`src/rtl/frontpanel_spi_pkg.sv`:
```
// Shared types and helpers for the front-panel SPI frame sequencer.
package frontpanel_spi_pkg;

    localparam int BYTE_W = 8;

    typedef enum logic [2:0] {
        IDLE,
        CS_SETUP,
        SHIFT,
        WAIT_DONE,
        CS_HOLD,
        CS_IDLE
    } seqstate_t;

    // Bits needed for a counter running 0..n-1, never less than one.
    function automatic int cnt_w(input int n);
        return (n <= 2) ? 1 : $clog2(n);
    endfunction

endpackage

```
`src/rtl/frontpanel_spi_sequencer_if.sv`:
```
// Management-side write/receive bus plus the byte handshake towards SPIHostInterface.
interface frontpanel_spi_sequencer_if;
    import frontpanel_spi_pkg::*;

    logic              wr_en;
    logic [BYTE_W-1:0] wr_data;
    logic              wr_commit;
    logic              fifo_full;
    logic              overflow;
    logic              ovf_clear;
    logic              busy;
    logic              rx_valid;
    logic [BYTE_W-1:0] rx_data;
    logic              rx_last;
    logic              shift_en;
    logic [BYTE_W-1:0] tx_data;
    logic              shift_done;
    logic [BYTE_W-1:0] spi_rx_data;
    logic              cs_n;

    modport master (
        output wr_en, wr_data, wr_commit, ovf_clear, shift_done, spi_rx_data,
        input  fifo_full, overflow, busy, rx_valid, rx_data, rx_last, shift_en, tx_data, cs_n
    );

    modport slave (
        input  wr_en, wr_data, wr_commit, ovf_clear, shift_done, spi_rx_data,
        output fifo_full, overflow, busy, rx_valid, rx_data, rx_last, shift_en, tx_data, cs_n
    );

endinterface

```
`src/rtl/mgmt_commit_fifo.sv`:
```
// Byte FIFO whose write side is staged behind commit_ptr: bytes become readable only once
// committed, and an uncommitted frame can be rolled back in one cycle.
module mgmt_commit_fifo
    import frontpanel_spi_pkg::*;
#(
    parameter int DEPTH = 32
) (
    input  logic                     clk,
    input  logic                     rst,
    input  logic                     wr_en,
    input  logic [BYTE_W-1:0]        wr_data,
    input  logic                     commit,
    input  logic                     rollback,
    input  logic                     rd_en,
    output logic [BYTE_W-1:0]        rd_data,
    output logic                     full,
    output logic [$clog2(DEPTH):0]   frame_len
);

    localparam int AW = $clog2(DEPTH);
    localparam int PW = AW + 1;

    logic [BYTE_W-1:0] mem [DEPTH];
    logic [PW-1:0]     wr_ptr_q, wr_ptr_d;
    logic [PW-1:0]     commit_ptr_q, commit_ptr_d;
    logic [PW-1:0]     rd_ptr_q, rd_ptr_d;
    logic [PW-1:0]     wr_next;
    logic              wr_accept;

    always_comb begin
        full      = (wr_ptr_q - rd_ptr_q) == PW'(DEPTH);
        wr_accept = wr_en & ~full;
        wr_next   = wr_ptr_q + PW'(wr_accept);
        // Length includes a byte written in the same cycle as the commit.
        frame_len = wr_next - commit_ptr_q;
        commit_ptr_d = commit ? wr_next : commit_ptr_q;
        wr_ptr_d     = rollback ? commit_ptr_q : wr_next;
        rd_ptr_d     = rd_ptr_q + PW'(rd_en);
        rd_data      = mem[rd_ptr_q[AW-1:0]];
    end

    always_ff @(posedge clk) begin
        if (rst) begin
            wr_ptr_q     <= '0;
            commit_ptr_q <= '0;
            rd_ptr_q     <= '0;
        end else begin
            wr_ptr_q     <= wr_ptr_d;
            commit_ptr_q <= commit_ptr_d;
            rd_ptr_q     <= rd_ptr_d;
        end
    end

    always_ff @(posedge clk) begin
        if (wr_accept) mem[wr_ptr_q[AW-1:0]] <= wr_data;
    end

endmodule

```
`src/rtl/frontpanel_spi_sequencer.sv`:
```
// Frame-level front-panel SPI engine: queues committed frames, frames them with cs_n and
// runs the byte-wide shift_en/shift_done handshake, returning each received byte.
module frontpanel_spi_sequencer #(
    parameter int DEPTH      = 32,
    parameter int MAX_FRAMES = 4,
    parameter int CS_SETUP   = 25,
    parameter int CS_HOLD    = 25,
    parameter int CS_IDLE    = 50
) (
    input  logic                        clk,
    input  logic                        rst,
    frontpanel_spi_sequencer_if.slave   bus
);

    import frontpanel_spi_pkg::seqstate_t;
    import frontpanel_spi_pkg::cnt_w;
    import frontpanel_spi_pkg::BYTE_W;

    localparam int LW   = $clog2(DEPTH) + 1;
    localparam int FA   = $clog2(MAX_FRAMES);
    localparam int FPW  = FA + 1;
    localparam int TMAX = (CS_SETUP > CS_HOLD) ? ((CS_SETUP > CS_IDLE) ? CS_SETUP : CS_IDLE)
                                               : ((CS_HOLD > CS_IDLE) ? CS_HOLD : CS_IDLE);
    localparam int CW   = cnt_w(TMAX);
    localparam logic [CW-1:0] SETUP_LAST = CW'(CS_SETUP - 1);
    localparam logic [CW-1:0] HOLD_LAST  = CW'(CS_HOLD - 1);
    localparam logic [CW-1:0] IDLE_LAST  = CW'(CS_IDLE - 1);

    logic              fifo_full, commit, rollback, rd_en;
    logic [BYTE_W-1:0] rd_data;
    logic [LW-1:0]     frame_len;
    logic              bad_q, bad_d, ovf_q, ovf_d, ovf_ev;

    logic [LW-1:0]     lmem [MAX_FRAMES];
    logic [FPW-1:0]    lwr_q, lwr_d, lrd_q, lrd_d;
    logic              lempty, lfull, lpush, lpop;

    seqstate_t         state_q;
    logic [LW-1:0]     remaining_q;
    logic [CW-1:0]     cnt_q;
    logic              cs_n_q, shift_en_q, rx_valid_q, rx_last_q;
    logic [BYTE_W-1:0] tx_data_q, rx_data_q;
    logic              done_ok, issue;

    mgmt_commit_fifo #(.DEPTH(DEPTH)) u_fifo (
        .clk       (clk),
        .rst       (rst),
        .wr_en     (bus.wr_en),
        .wr_data   (bus.wr_data),
        .commit    (commit),
        .rollback  (rollback),
        .rd_en     (rd_en),
        .rd_data   (rd_data),
        .full      (fifo_full),
        .frame_len (frame_len)
    );

    always_comb begin
        lempty   = (lwr_q == lrd_q);
        lfull    = (lwr_q - lrd_q) == FPW'(MAX_FRAMES);
        commit   = 1'b0;
        rollback = 1'b0;
        lpush    = 1'b0;
        ovf_ev   = bus.wr_en & fifo_full;
        bad_d    = bad_q | ovf_ev;
        if (bus.wr_commit && frame_len != '0) begin
            if (bad_d || lfull) begin
                rollback = 1'b1;
                ovf_ev   = 1'b1;
            end else begin
                commit = 1'b1;
                lpush  = 1'b1;
            end
            bad_d = 1'b0;
        end
        // A new overflow event wins over a simultaneous clear.
        ovf_d = ovf_ev ? 1'b1 : (bus.ovf_clear ? 1'b0 : ovf_q);
        lpop  = (state_q == frontpanel_spi_pkg::IDLE) && !lempty;
        lwr_d = lwr_q + FPW'(lpush);
        lrd_d = lrd_q + FPW'(lpop);

        done_ok = (state_q == frontpanel_spi_pkg::WAIT_DONE) && bus.shift_done;
        issue   = ((state_q == frontpanel_spi_pkg::CS_SETUP) && (cnt_q == SETUP_LAST)) ||
                  (done_ok && remaining_q != LW'(1));
        rd_en   = issue;
    end

    always_ff @(posedge clk) begin
        if (rst) begin
            bad_q <= 1'b0;
            ovf_q <= 1'b0;
            lwr_q <= '0;
            lrd_q <= '0;
        end else begin
            bad_q <= bad_d;
            ovf_q <= ovf_d;
            lwr_q <= lwr_d;
            lrd_q <= lrd_d;
        end
    end

    always_ff @(posedge clk) begin
        if (lpush) lmem[lwr_q[FA-1:0]] <= frame_len;
    end

    // shift_en is raised on entry to SHIFT, so it lands one cycle after the previous shift_done.
    always_ff @(posedge clk) begin
        if (rst) begin
            state_q     <= frontpanel_spi_pkg::IDLE;
            remaining_q <= '0;
            cnt_q       <= '0;
            cs_n_q      <= 1'b1;
            shift_en_q  <= 1'b0;
            tx_data_q   <= '0;
            rx_valid_q  <= 1'b0;
            rx_data_q   <= '0;
            rx_last_q   <= 1'b0;
        end else begin
            shift_en_q <= 1'b0;
            rx_valid_q <= 1'b0;
            if (issue) begin
                shift_en_q <= 1'b1;
                tx_data_q  <= rd_data;
            end
            if (done_ok) begin
                rx_valid_q  <= 1'b1;
                rx_data_q   <= bus.spi_rx_data;
                rx_last_q   <= (remaining_q == LW'(1));
                remaining_q <= remaining_q - LW'(1);
            end
            case (state_q)
                frontpanel_spi_pkg::IDLE: begin
                    if (!lempty) begin
                        remaining_q <= lmem[lrd_q[FA-1:0]];
                        cs_n_q      <= 1'b0;
                        cnt_q       <= '0;
                        state_q     <= frontpanel_spi_pkg::CS_SETUP;
                    end
                end
                frontpanel_spi_pkg::CS_SETUP: begin
                    if (cnt_q == SETUP_LAST) state_q <= frontpanel_spi_pkg::SHIFT;
                    else                     cnt_q   <= cnt_q + CW'(1);
                end
                frontpanel_spi_pkg::SHIFT: state_q <= frontpanel_spi_pkg::WAIT_DONE;
                frontpanel_spi_pkg::WAIT_DONE: begin
                    if (done_ok) begin
                        if (remaining_q != LW'(1)) begin
                            state_q <= frontpanel_spi_pkg::SHIFT;
                        end else if (CS_HOLD == 1) begin
                            cs_n_q  <= 1'b1;
                            cnt_q   <= '0;
                            state_q <= frontpanel_spi_pkg::CS_IDLE;
                        end else begin
                            // The shift_done cycle is the first hold cycle.
                            cnt_q   <= CW'(1);
                            state_q <= frontpanel_spi_pkg::CS_HOLD;
                        end
                    end
                end
                frontpanel_spi_pkg::CS_HOLD: begin
                    if (cnt_q == HOLD_LAST) begin
                        cs_n_q  <= 1'b1;
                        cnt_q   <= '0;
                        state_q <= frontpanel_spi_pkg::CS_IDLE;
                    end else begin
                        cnt_q <= cnt_q + CW'(1);
                    end
                end
                frontpanel_spi_pkg::CS_IDLE: begin
                    if (cnt_q == IDLE_LAST) state_q <= frontpanel_spi_pkg::IDLE;
                    else                    cnt_q   <= cnt_q + CW'(1);
                end
                default: state_q <= frontpanel_spi_pkg::IDLE;
            endcase
        end
    end

    assign bus.fifo_full = fifo_full;
    assign bus.overflow  = ovf_q;
    assign bus.busy      = !lempty || (state_q != frontpanel_spi_pkg::IDLE);
    assign bus.rx_valid  = rx_valid_q;
    assign bus.rx_data   = rx_data_q;
    assign bus.rx_last   = rx_last_q;
    assign bus.shift_en  = shift_en_q;
    assign bus.tx_data   = tx_data_q;
    assign bus.cs_n      = cs_n_q;

endmodule

```
`src/flat_wrapper.sv`:
```
// flat-port wrapper written by rule: the top's interface ports become plain ports
module frontpanel_spi_sequencer_flat import frontpanel_spi_pkg::seqstate_t; import frontpanel_spi_pkg::cnt_w; import frontpanel_spi_pkg::BYTE_W;
#(
    parameter int DEPTH      = 32,
    parameter int MAX_FRAMES = 4,
    parameter int CS_SETUP   = 25,
    parameter int CS_HOLD    = 25,
    parameter int CS_IDLE    = 50
)
  (clk, rst, bus_wr_en, bus_wr_data, bus_wr_commit, bus_ovf_clear, bus_shift_done, bus_spi_rx_data, bus_fifo_full, bus_overflow, bus_busy, bus_rx_valid, bus_rx_data, bus_rx_last, bus_shift_en, bus_tx_data, bus_cs_n);
  frontpanel_spi_sequencer_if bus_i ();
  input  logic clk;
  input  logic rst;
  input wire logic [$bits(bus_i.wr_en)-1:0] bus_wr_en;
  input wire logic [$bits(bus_i.wr_data)-1:0] bus_wr_data;
  input wire logic [$bits(bus_i.wr_commit)-1:0] bus_wr_commit;
  input wire logic [$bits(bus_i.ovf_clear)-1:0] bus_ovf_clear;
  input wire logic [$bits(bus_i.shift_done)-1:0] bus_shift_done;
  input wire logic [$bits(bus_i.spi_rx_data)-1:0] bus_spi_rx_data;
  output wire logic [$bits(bus_i.fifo_full)-1:0] bus_fifo_full;
  output wire logic [$bits(bus_i.overflow)-1:0] bus_overflow;
  output wire logic [$bits(bus_i.busy)-1:0] bus_busy;
  output wire logic [$bits(bus_i.rx_valid)-1:0] bus_rx_valid;
  output wire logic [$bits(bus_i.rx_data)-1:0] bus_rx_data;
  output wire logic [$bits(bus_i.rx_last)-1:0] bus_rx_last;
  output wire logic [$bits(bus_i.shift_en)-1:0] bus_shift_en;
  output wire logic [$bits(bus_i.tx_data)-1:0] bus_tx_data;
  output wire logic [$bits(bus_i.cs_n)-1:0] bus_cs_n;
  assign bus_i.wr_en = bus_wr_en;
  assign bus_i.wr_data = bus_wr_data;
  assign bus_i.wr_commit = bus_wr_commit;
  assign bus_i.ovf_clear = bus_ovf_clear;
  assign bus_i.shift_done = bus_shift_done;
  assign bus_i.spi_rx_data = bus_spi_rx_data;
  assign bus_fifo_full = bus_i.fifo_full;
  assign bus_overflow = bus_i.overflow;
  assign bus_busy = bus_i.busy;
  assign bus_rx_valid = bus_i.rx_valid;
  assign bus_rx_data = bus_i.rx_data;
  assign bus_rx_last = bus_i.rx_last;
  assign bus_shift_en = bus_i.shift_en;
  assign bus_tx_data = bus_i.tx_data;
  assign bus_cs_n = bus_i.cs_n;
  frontpanel_spi_sequencer #(.DEPTH(DEPTH), .MAX_FRAMES(MAX_FRAMES), .CS_SETUP(CS_SETUP), .CS_HOLD(CS_HOLD), .CS_IDLE(CS_IDLE)) u_core (.clk(clk), .rst(rst), .bus(bus_i));
endmodule
```
`config.mk`:
```
export PLATFORM = sky130hd
export DESIGN_NAME = frontpanel_spi_sequencer_flat
export DESIGN_NICKNAME = d
export VERILOG_FILES = /design/src/rtl/frontpanel_spi_pkg.sv /design/src/rtl/frontpanel_spi_sequencer_if.sv /design/src/rtl/mgmt_commit_fifo.sv /design/src/rtl/frontpanel_spi_sequencer.sv /design/src/flat_wrapper.sv
export SDC_FILE = /design/constraint.sdc
export NUM_CORES = 1
export LEC_CHECK = 0
export ABC_CLOCK_PERIOD_IN_PS = 9300
export CAP_MARGIN = 0
export CORE_AREA = 2 2 220 222
export CTS_CLUSTER_DIAMETER = 50
export CTS_CLUSTER_SIZE = 40
export DETAILED_ROUTE_END_ITERATION = 10
export DIE_AREA = 0 0 222 224
export PLACE_DENSITY_LB_ADDON = 0.05
export SYNTH_ARGS = -nofsm -noshare
export SYNTH_HDL_FRONTEND = slang
export SYNTH_SLANG_ARGS = --single-unit
```
`constraint.sdc`:
```
create_clock -name clk -period 9.3 [get_ports clk]
set_input_delay 0.93 -clock clk [delete_from_list [all_inputs] [get_ports clk]]
set_output_delay 0.93 -clock clk [all_outputs]
set_load 0.02 [all_outputs]
```
## After elaboration in Yosys (flattened, before gate mapping)

Memory sizes are Yosys's and may differ from the RTL's. A register that Yosys moved wholly into a read port is not among the register bits.
Index checks and enable logic that the tools add are counted.

| storage, ports and cells | value |
|---|---|
| bits in registers | 53 |
| memory bits (writable) | 280 |
| bits of input ports | 22 |
| output and inout bits | 23 |
| word-level logic and storage cells | 105 |
| memories kept | 2 |

Memories:

| name | words | bits a word | rd ports | clocked after memory_dff | wr ports | RTL line | source |
|---|---|---|---|---|---|---|---|
| u_core.u_fifo.mem | 32 | 8 | 1 | 1 | 1 | mgmt_commit_fifo.sv:23 | `logic [BYTE_W-1:0] mem [DEPTH];` |
| u_core.lmem | 4 | 6 | 1 | 1 | 1 | frontpanel_spi_sequencer.sv:34 | `logic [LW-1:0] lmem [MAX_FRAMES];` |

| cells by class | value |
|---|---|
| $add $sub $neg | 9 |
| equality and inequality tests | 20 |
| mux-type cells | 36 |
| bitwise logic cells | 4 |
| reduce and logical (&&, ||, !) cells | 19 |

Operators by type and width:

| cell | count |
|---|---|
| 2-to-1 mux 6 bit | 10 |
| case mux 6 bit (5 select lines) | 1 |
| 2-to-1 mux 3 bit | 6 |
| case mux 3 bit (6 select lines) | 1 |
| 2-to-1 mux 1 bit | 16 |
| adder 6 x 1 -> 6 bit | 2 |
| equality test 6 bit (second input constant) | 2 |
| subtractor 6 bit | 2 |
| != test 2 bit (second input constant) | 5 |
| equality test 3 bit (second input constant) | 3 |
| adder 3 x 1 -> 3 bit | 2 |
| adder 6 x 1 -> 6 bit (second input constant) | 1 |
| equality test 3 x 2 -> 1 bit (second input constant) | 2 |
| equality test 6 x 1 -> 1 bit (second input constant) | 1 |
| equality test 6 x 5 -> 1 bit (second input constant) | 1 |
| != test 2 x 1 -> 1 bit (second input constant) | 3 |
| != test 6 x 1 -> 1 bit (second input constant) | 1 |
| AND reduction 6 bit | 1 |
| nonzero test 6 bit | 1 |
| subtractor 6 x 1 -> 6 bit (second input constant) | 1 |
| logical AND 1 bit | 5 |
| AND reduction 5 bit | 1 |
| nonzero test 5 bit | 1 |
| nonzero test 2 bit | 2 |
| other kinds (14) | 17 |

## Depth between registers and ports, before layout

| depth | value |
|---|---|
| depth in word-level cells | 11 |
| gate-level depth with buffers | 29 |
| mapped depth without buffers | 24 |

## Cells and area by module

Synthesis repeated with hierarchy kept, for this count alone.

| unflattened totals | value |
|---|---|
| cell total of the unflattened synthesis | 948 |
| area total of the unflattened synthesis | 14285.0 µm² |

By module, submodules not included:

| module | times used | cells each | area an instance (µm²) | seq. area each (µm²) |
|---|---|---|---|---|
| mgmt_commit_fifo | 1 | 660 | 11230.8 | 8047.7 |
| frontpanel_spi_sequencer | 1 | 288 | 3054.2 | 1581.5 |

## Least setup slack after synthesis

OpenSTA, ideal clock, no wires.

| timing path | value |
|---|---|
| kind | flip-flop to flip-flop |
| from | reg u_core.u_fifo.rd_ptr_q[1] |
| to | reg u_core.lwr_q[1] |
| library setup time | 128 ps |
| data arrival time | 5659 ps |
| data required time | 9172 ps |
| path slack | 3514 ps |
| cell stages (with the launch flop) | 29 |
| path buffers | 5 |
| period minus slack after synthesis | 5786 ps |
| cells stage by stage | dfxtp_1 buf_2 buf_1 inv_1 ha_1 nor2b_1 o31a_1 o21ai_1 a21o_1 and4_1 nand2b_1 clkbuf_1 clkbuf_1 inv_1 ha_1 ha_1 xor2_1 ha_1 o21a_1 o31a_1 a21oi_1 or4_1 o41a_1 nand3b_1 buf_6 inv_1 ha_1 ha_1 nor2b_1 |

| on the way | value |
|---|---|
| longest elaborated chain between the ends | 10 |
| elaborated cells between the ends (all ways) | 14 |
| those cells by class | add/sub (4); eq/ne (1); mux (2); bitwise (4); reduce/logical (3) |

Ends and longest elaborated chain:

| what | RTL line | source |
|---|---|---|
| from (decl) | mgmt_commit_fifo.sv:26 | `logic [PW-1:0] rd_ptr_q, rd_ptr_d;` |
| from (signal assigned) | mgmt_commit_fifo.sv:50 | `rd_ptr_q <= rd_ptr_d;` |
| subtractor 6 bit | mgmt_commit_fifo.sv:31 | `full = (wr_ptr_q - rd_ptr_q) == PW'(DEPTH);` |
| equality test 6 bit | mgmt_commit_fifo.sv:31 |  |
| via bus_fifo_full | flat_wrapper.sv:20 | `output wire logic [$bits(bus_i.fifo_full)-1:0] bus_fifo_full;` |
| inverter 1 bit | mgmt_commit_fifo.sv:32 | `wr_accept = wr_en & ~full;` |
| AND 1 bit | mgmt_commit_fifo.sv:32 |  |
| adder 6 x 1 -> 6 bit | mgmt_commit_fifo.sv:33 | `wr_next = wr_ptr_q + PW'(wr_accept);` |
| via u_core.u_fifo.wr_next[2] | mgmt_commit_fifo.sv:27 | `logic [PW-1:0] wr_next;` |
| subtractor 6 bit | mgmt_commit_fifo.sv:35 | `frame_len = wr_next - commit_ptr_q;` |
| via u_core.frame_len[3] | frontpanel_spi_sequencer.sv:31 | `logic [LW-1:0] frame_len;` |
| nonzero test 6 bit | frontpanel_spi_sequencer.sv:66 | `if (bus.wr_commit && frame_len != '0) begin` |
| logical AND 1 bit | frontpanel_spi_sequencer.sv:66 |  |
| 2-to-1 mux 1 bit | n/a |  |
| via u_core.commit | frontpanel_spi_sequencer.sv:29 | `logic fifo_full, commit, rollback, rd_en;` |
| adder 3 x 1 -> 3 bit | frontpanel_spi_sequencer.sv:79 | `lwr_d = lwr_q + FPW'(lpush);` |
| via u_core.lwr_d[1] | frontpanel_spi_sequencer.sv:35 | `logic [FPW-1:0] lwr_q, lwr_d, lrd_q, lrd_d;` |
| to (signal assigned) | frontpanel_spi_sequencer.sv:97 | `lwr_q <= lwr_d;` |
| to (decl) | frontpanel_spi_sequencer.sv:35 |  |

The timed path passes the listed nets, and every way through them passes these cells.
A chain may end at the register's enable or synchronous reset.

## Worst setup path in the final report

| timing path | value |
|---|---|
| from | reg u_core.u_fifo.rd_ptr_q[1] |
| to | mem u_core.lmem[2][2] in the netlist's numbering, enable pin |

| on the way | value |
|---|---|
| longest elaborated chain between the ends | 11 |
| elaborated cells between the ends (all ways) | 15 |
| those cells by class | add/sub (3); eq/ne (1); mux (4); bitwise (4); reduce/logical (3) |

Ends and longest elaborated chain:

| what | RTL line | source |
|---|---|---|
| subtractor 6 bit | mgmt_commit_fifo.sv:31 |  |
| equality test 6 bit | mgmt_commit_fifo.sv:31 |  |
| inverter 1 bit | mgmt_commit_fifo.sv:32 |  |
| AND 1 bit | mgmt_commit_fifo.sv:32 |  |
| adder 6 x 1 -> 6 bit | mgmt_commit_fifo.sv:33 |  |
| via u_core.u_fifo.wr_next[2] | mgmt_commit_fifo.sv:27 |  |
| subtractor 6 bit | mgmt_commit_fifo.sv:35 |  |
| via u_core.frame_len[3] | frontpanel_spi_sequencer.sv:31 |  |
| nonzero test 6 bit | frontpanel_spi_sequencer.sv:66 |  |
| logical AND 1 bit | frontpanel_spi_sequencer.sv:66 |  |
| 2-to-1 mux 1 bit | frontpanel_spi_sequencer.sv:66 |  |
| 2-to-1 mux 1 bit | frontpanel_spi_sequencer.sv:103 | `if (lpush) lmem[lwr_q[FA-1:0]] <= frame_len;` |
| 2-to-1 mux 1 bit (not written as such) | frontpanel_spi_sequencer.sv:103 |  |
| to (decl) | frontpanel_spi_sequencer.sv:34 |  |

The timed path passes the listed nets, and every way through them passes these cells.

==> metrics.log <==
INFO  metric achievable-frequency = between 150 and 200 MHz
INFO  metric start_util = 0.296
INFO  metric post-synth-top-area-cell = sky130_fd_sc_hd__edfxtp_1
INFO  metric critPathRequiredTime = 9.45 ns
INFO  metric floorplan.die.width = 222 microns
INFO  metric pre_cts_slack = approximately 2.9 ns
INFO  metric setup_viol = 0
INFO  metric route.detailed.drc = 0
INFO  metric synth_cells = roughly 830
INFO  metric drtIter0Drc = approximately 440
INFO  metric synth_fp_nets = between 800 and 900
INFO  metric synth_enable_flop_cells = 280
INFO  metric mappedNetlistArea = ~14,000 sq um
INFO  metric synth-xor-area-share = 0.0147
INFO  metric syn2layout_area_growth = 19.4%
INFO  metric ctsRootBufferMaster = sky130_fd_sc_hd__clkbuf_16
INFO  metric max-clock-path-buffers = 3
INFO  metric result_of_the_run = finished, final reports clean
INFO  metric num_antenna_cells = 0
INFO  metric synth_top_family_by_area = multiplexers
INFO  metric tritoncts = built
INFO  metric placed_cell_area = roughly 15,000 sq um
INFO  metric synthMostInstantiatedCell = sky130_fd_sc_hd__edfxtp_1
INFO  metric yosysUniqueCellTypes = a little over 50
INFO  metric cts_repair_resize_count = 0
INFO  metric final.period_utilization = 0.690
INFO  metric async_reset_ff_frac = 0
INFO  metric yosysWarnings = 0
INFO  metric finClkSkew = 0.0251 ns
INFO  metric synth-simple-area-share = 0.0699
INFO  metric totalWireLength = approximately 34,000 microns
INFO  metric synth_area_leaders = sky130_fd_sc_hd__edfxtp_1 60%, sky130_fd_sc_hd__mux4_2 14%, sky130_fd_sc_hd__dfxtp_1 8.7%
INFO  metric p_leak = 5.35 nW
INFO  metric dr.pass1.iters = 4
INFO  metric synth_top_area_frac = 0.600
INFO  metric max-cap-violations = 0
INFO  metric fp.dieH = about 220 microns
INFO  metric worst_setup_path_class = reg -> reg
INFO  metric total_power = about 0.0040 W
INFO  metric synth.top_cells.by_count = 280 x sky130_fd_sc_hd__edfxtp_1, 86 x sky130_fd_sc_hd__mux4_2, 61 x sky130_fd_sc_hd__dfxtp_1
INFO  metric final_area = between 15,000 and 20,000 sq um
INFO  metric postSynthAreaPerCell = around 17 sq um
INFO  metric worst_path_largest_cell_delay = approximately 0.98 ns
INFO  metric synth_adder_area_share = 0.0238
INFO  metric grt_pass1_vias = between 7,000 and 8,000
INFO  metric sink_count_of_the_clock_tree = ~340
INFO  metric total_of_hold_buffers_inserted_after_clock_tree_synthesis = 0
INFO  metric drt.antenna.violating_nets = 0
INFO  metric hpwl = about 22,000 microns
INFO  metric die_area = between 40,000 and 50,000 sq um
INFO  metric finish.net_count = around 960
INFO  metric postSynth.topFlopCell = sky130_fd_sc_hd__edfxtp_1
INFO  metric timing.final.ws_setup = slightly below 3 ns
INFO  metric drt-vias-per-instance = between 4 and 5
INFO  metric period_needed = 6.42 ns
INFO  metric post-cts-setup-buffer-count = 0
INFO  metric timing.hold.worst.class = reg -> reg
INFO  metric gp_routability_congestion = about 0.7
INFO  metric detail_route.wl_per_cell = about 22 microns
INFO  metric dr_total_vias = about 7,500
INFO  metric worst_setup_path_end_kind = flip-flop
INFO  metric synth_mux_area_frac = 0.148
INFO  metric port_buffers = 44
INFO  metric worst_path_most_repeated_cell = sky130_fd_sc_hd__ha_1
INFO  metric placement_row_count = 80
INFO  metric worstSkewPairLatency = approximately 0.56 ns
INFO  metric cts.clk_slew.worst_paths = around 0.060 ns
INFO  metric ys_seq_elements = 341
INFO  metric global_route_usage_over_all_layers = 0.138
INFO  metric totalNegativeSetupSlack = 0 ns
INFO  metric finalHoldViolCount = 0
INFO  metric start_kind = flip-flop
INFO  metric proportion_of_layout_cells_with_a_drive_suffix_above_1 = 0.225
INFO  metric path_cells = inv_1 > ha_1 > nor2b_1 > o21ai_0 > a31oi_1 > o21ai_0 > and4_1 > nand2b_1 > inv_1 > ha_1 > ha_1 > xor2_1 > ha_1 > o21a_1 > o31a_1 > a21oi_1 > or4_1 > o41a_1 > nand3b_1 > nor3_1
INFO  metric maxSlewViolCount = 0
INFO  metric synth_sequential_area_ratio = 0.687
INFO  metric globalRouteOverflowTotal = 0
INFO  metric timing.slew.headroom = 0.207
INFO  metric cp_data_arrival_time = between 6 and 7 ns
INFO  metric worstMarginPinSlew = 1.19 ns
INFO  metric p_per_area = ~240 nW/um^2
INFO  metric critical-path-slowest-cell = sky130_fd_sc_hd__dfxtp_2
INFO  metric synth-compound-area-share = 0.0329
INFO  metric rsz0062_at_grt = false
INFO  metric clock_tree.htree_level_count = 2
INFO  metric core-area = 47,300 sq um
INFO  metric ir_worst_vdd = approximately 0.00011 V
INFO  metric top_level_ports = 45
INFO  metric grt_antenna_before_repair = 0
INFO  metric grt_max_degree = just over 60
INFO  metric global_route_wire_length_before_repair = ~50,000 microns
INFO  metric crit_fanout = 34
INFO  metric cts_inserted_buffers = 43
==> logic make-up after synthesis <==
family / after synthesis
DFF: 341
and+or+nand+nor: 195
muxes: 99
buffers and inverters: 80
AOI/OAI and AO/OA: 71
adders and majority gates: 26
xor gates and xnor gates: 22
==> stage by stage <==
stage	std cells	utilization	hold slack, ns
finish	1558	0.353	0.461
global route	1558	0.353	0.474
CTS	1558	0.353	0.461
detailed placement	1481	0.323	0.453
global placement	1481	0.323	0.443
floorplan	834	-	0.449
==> layout make-up <==
cell class	count	area, sq um
sequential	341	9630
inverter	32	120
clock buffer	47	1090
fill	4489	30600
clock inverter	30	325
multi-input combinational	413	4090
tap	615	769
timing repair buffer	80	701
==> placed cells by master, fill, tap and decap left out, drive strengths merged, types with 15 or more instances in the layout <==
cell type      synthesis  layout
nand2b                15      15
clkbuf                31      48
mux4                  86      86
buf                   17      37
inv                   32      42
xnor2                 16      16
nor2                  39      39
edfxtp               280     280
a21oi                 25      25
nand3                 15      15
clkdlybuf4s50          0      42
dfxtp                 61      61
nor3                  45      45
ha                    25      25
nand2                 46      46
clkinv                 0      16
==> power breakdown <==
part / switching, W / internal (W)
clock: 0.000661 / 0.000979
sequential: 0.0000534 / 0.00177
combinational: 0.000338 / 0.000212
==> registers in the layout, indices dropped and copies added, names as in the netlist, 6 cells and up <==
register and cells:
u_core.cnt_q 6, u_core.bus.tx_data 8, u_core.remaining_q 6, u_core.u_fifo.wr_ptr_q 6, u_core.bus.rx_data 8, u_core.u_fifo.commit_ptr_q 6
u_core.lmem 24, u_core.u_fifo.mem 256, u_core.u_fifo.rd_ptr_q 6
==> path summary, 6_finish.rpt <==
path	from	endpoint	slack (ns)	cells after the start
worst max-delay path	u_core.u_fifo.rd_ptr_q[1]	u_core.lmem[2][2]	2.88	20
worst min-delay path	u_core.bus.rx_data[1]	u_core.bus.rx_data[1]	0.46	2
worst min register to register	u_core.bus.rx_data[1]	u_core.bus.rx_data[1]	0.46	2
worst max register to register	u_core.u_fifo.rd_ptr_q[1]	u_core.lmem[2][2]	2.88	20
==> layer usage <==
layer | GRT usage | part of all wire | up-vias
li1 | - | - | 3430
met2 | 0.231 | 0.48 | 142
met1 | 0.183 | 0.46 | 3840
met4 | 0.0477 | 0.025 | 0
met5 | 0 | 0 | -
met3 | 0.0211 | 0.035 | 49
==> critical path: cells and delay by family, from the launching register on <==
kind	cells	cell delay [ns]
simple gates	6	2.14
compound gates	7	1.47
fa+ha+maj	4	1.10
flops	1	0.98
buf+inv	2	0.16
xor+xnor	1	0.16
No activity file was read; power rests on OpenSTA's default activity.
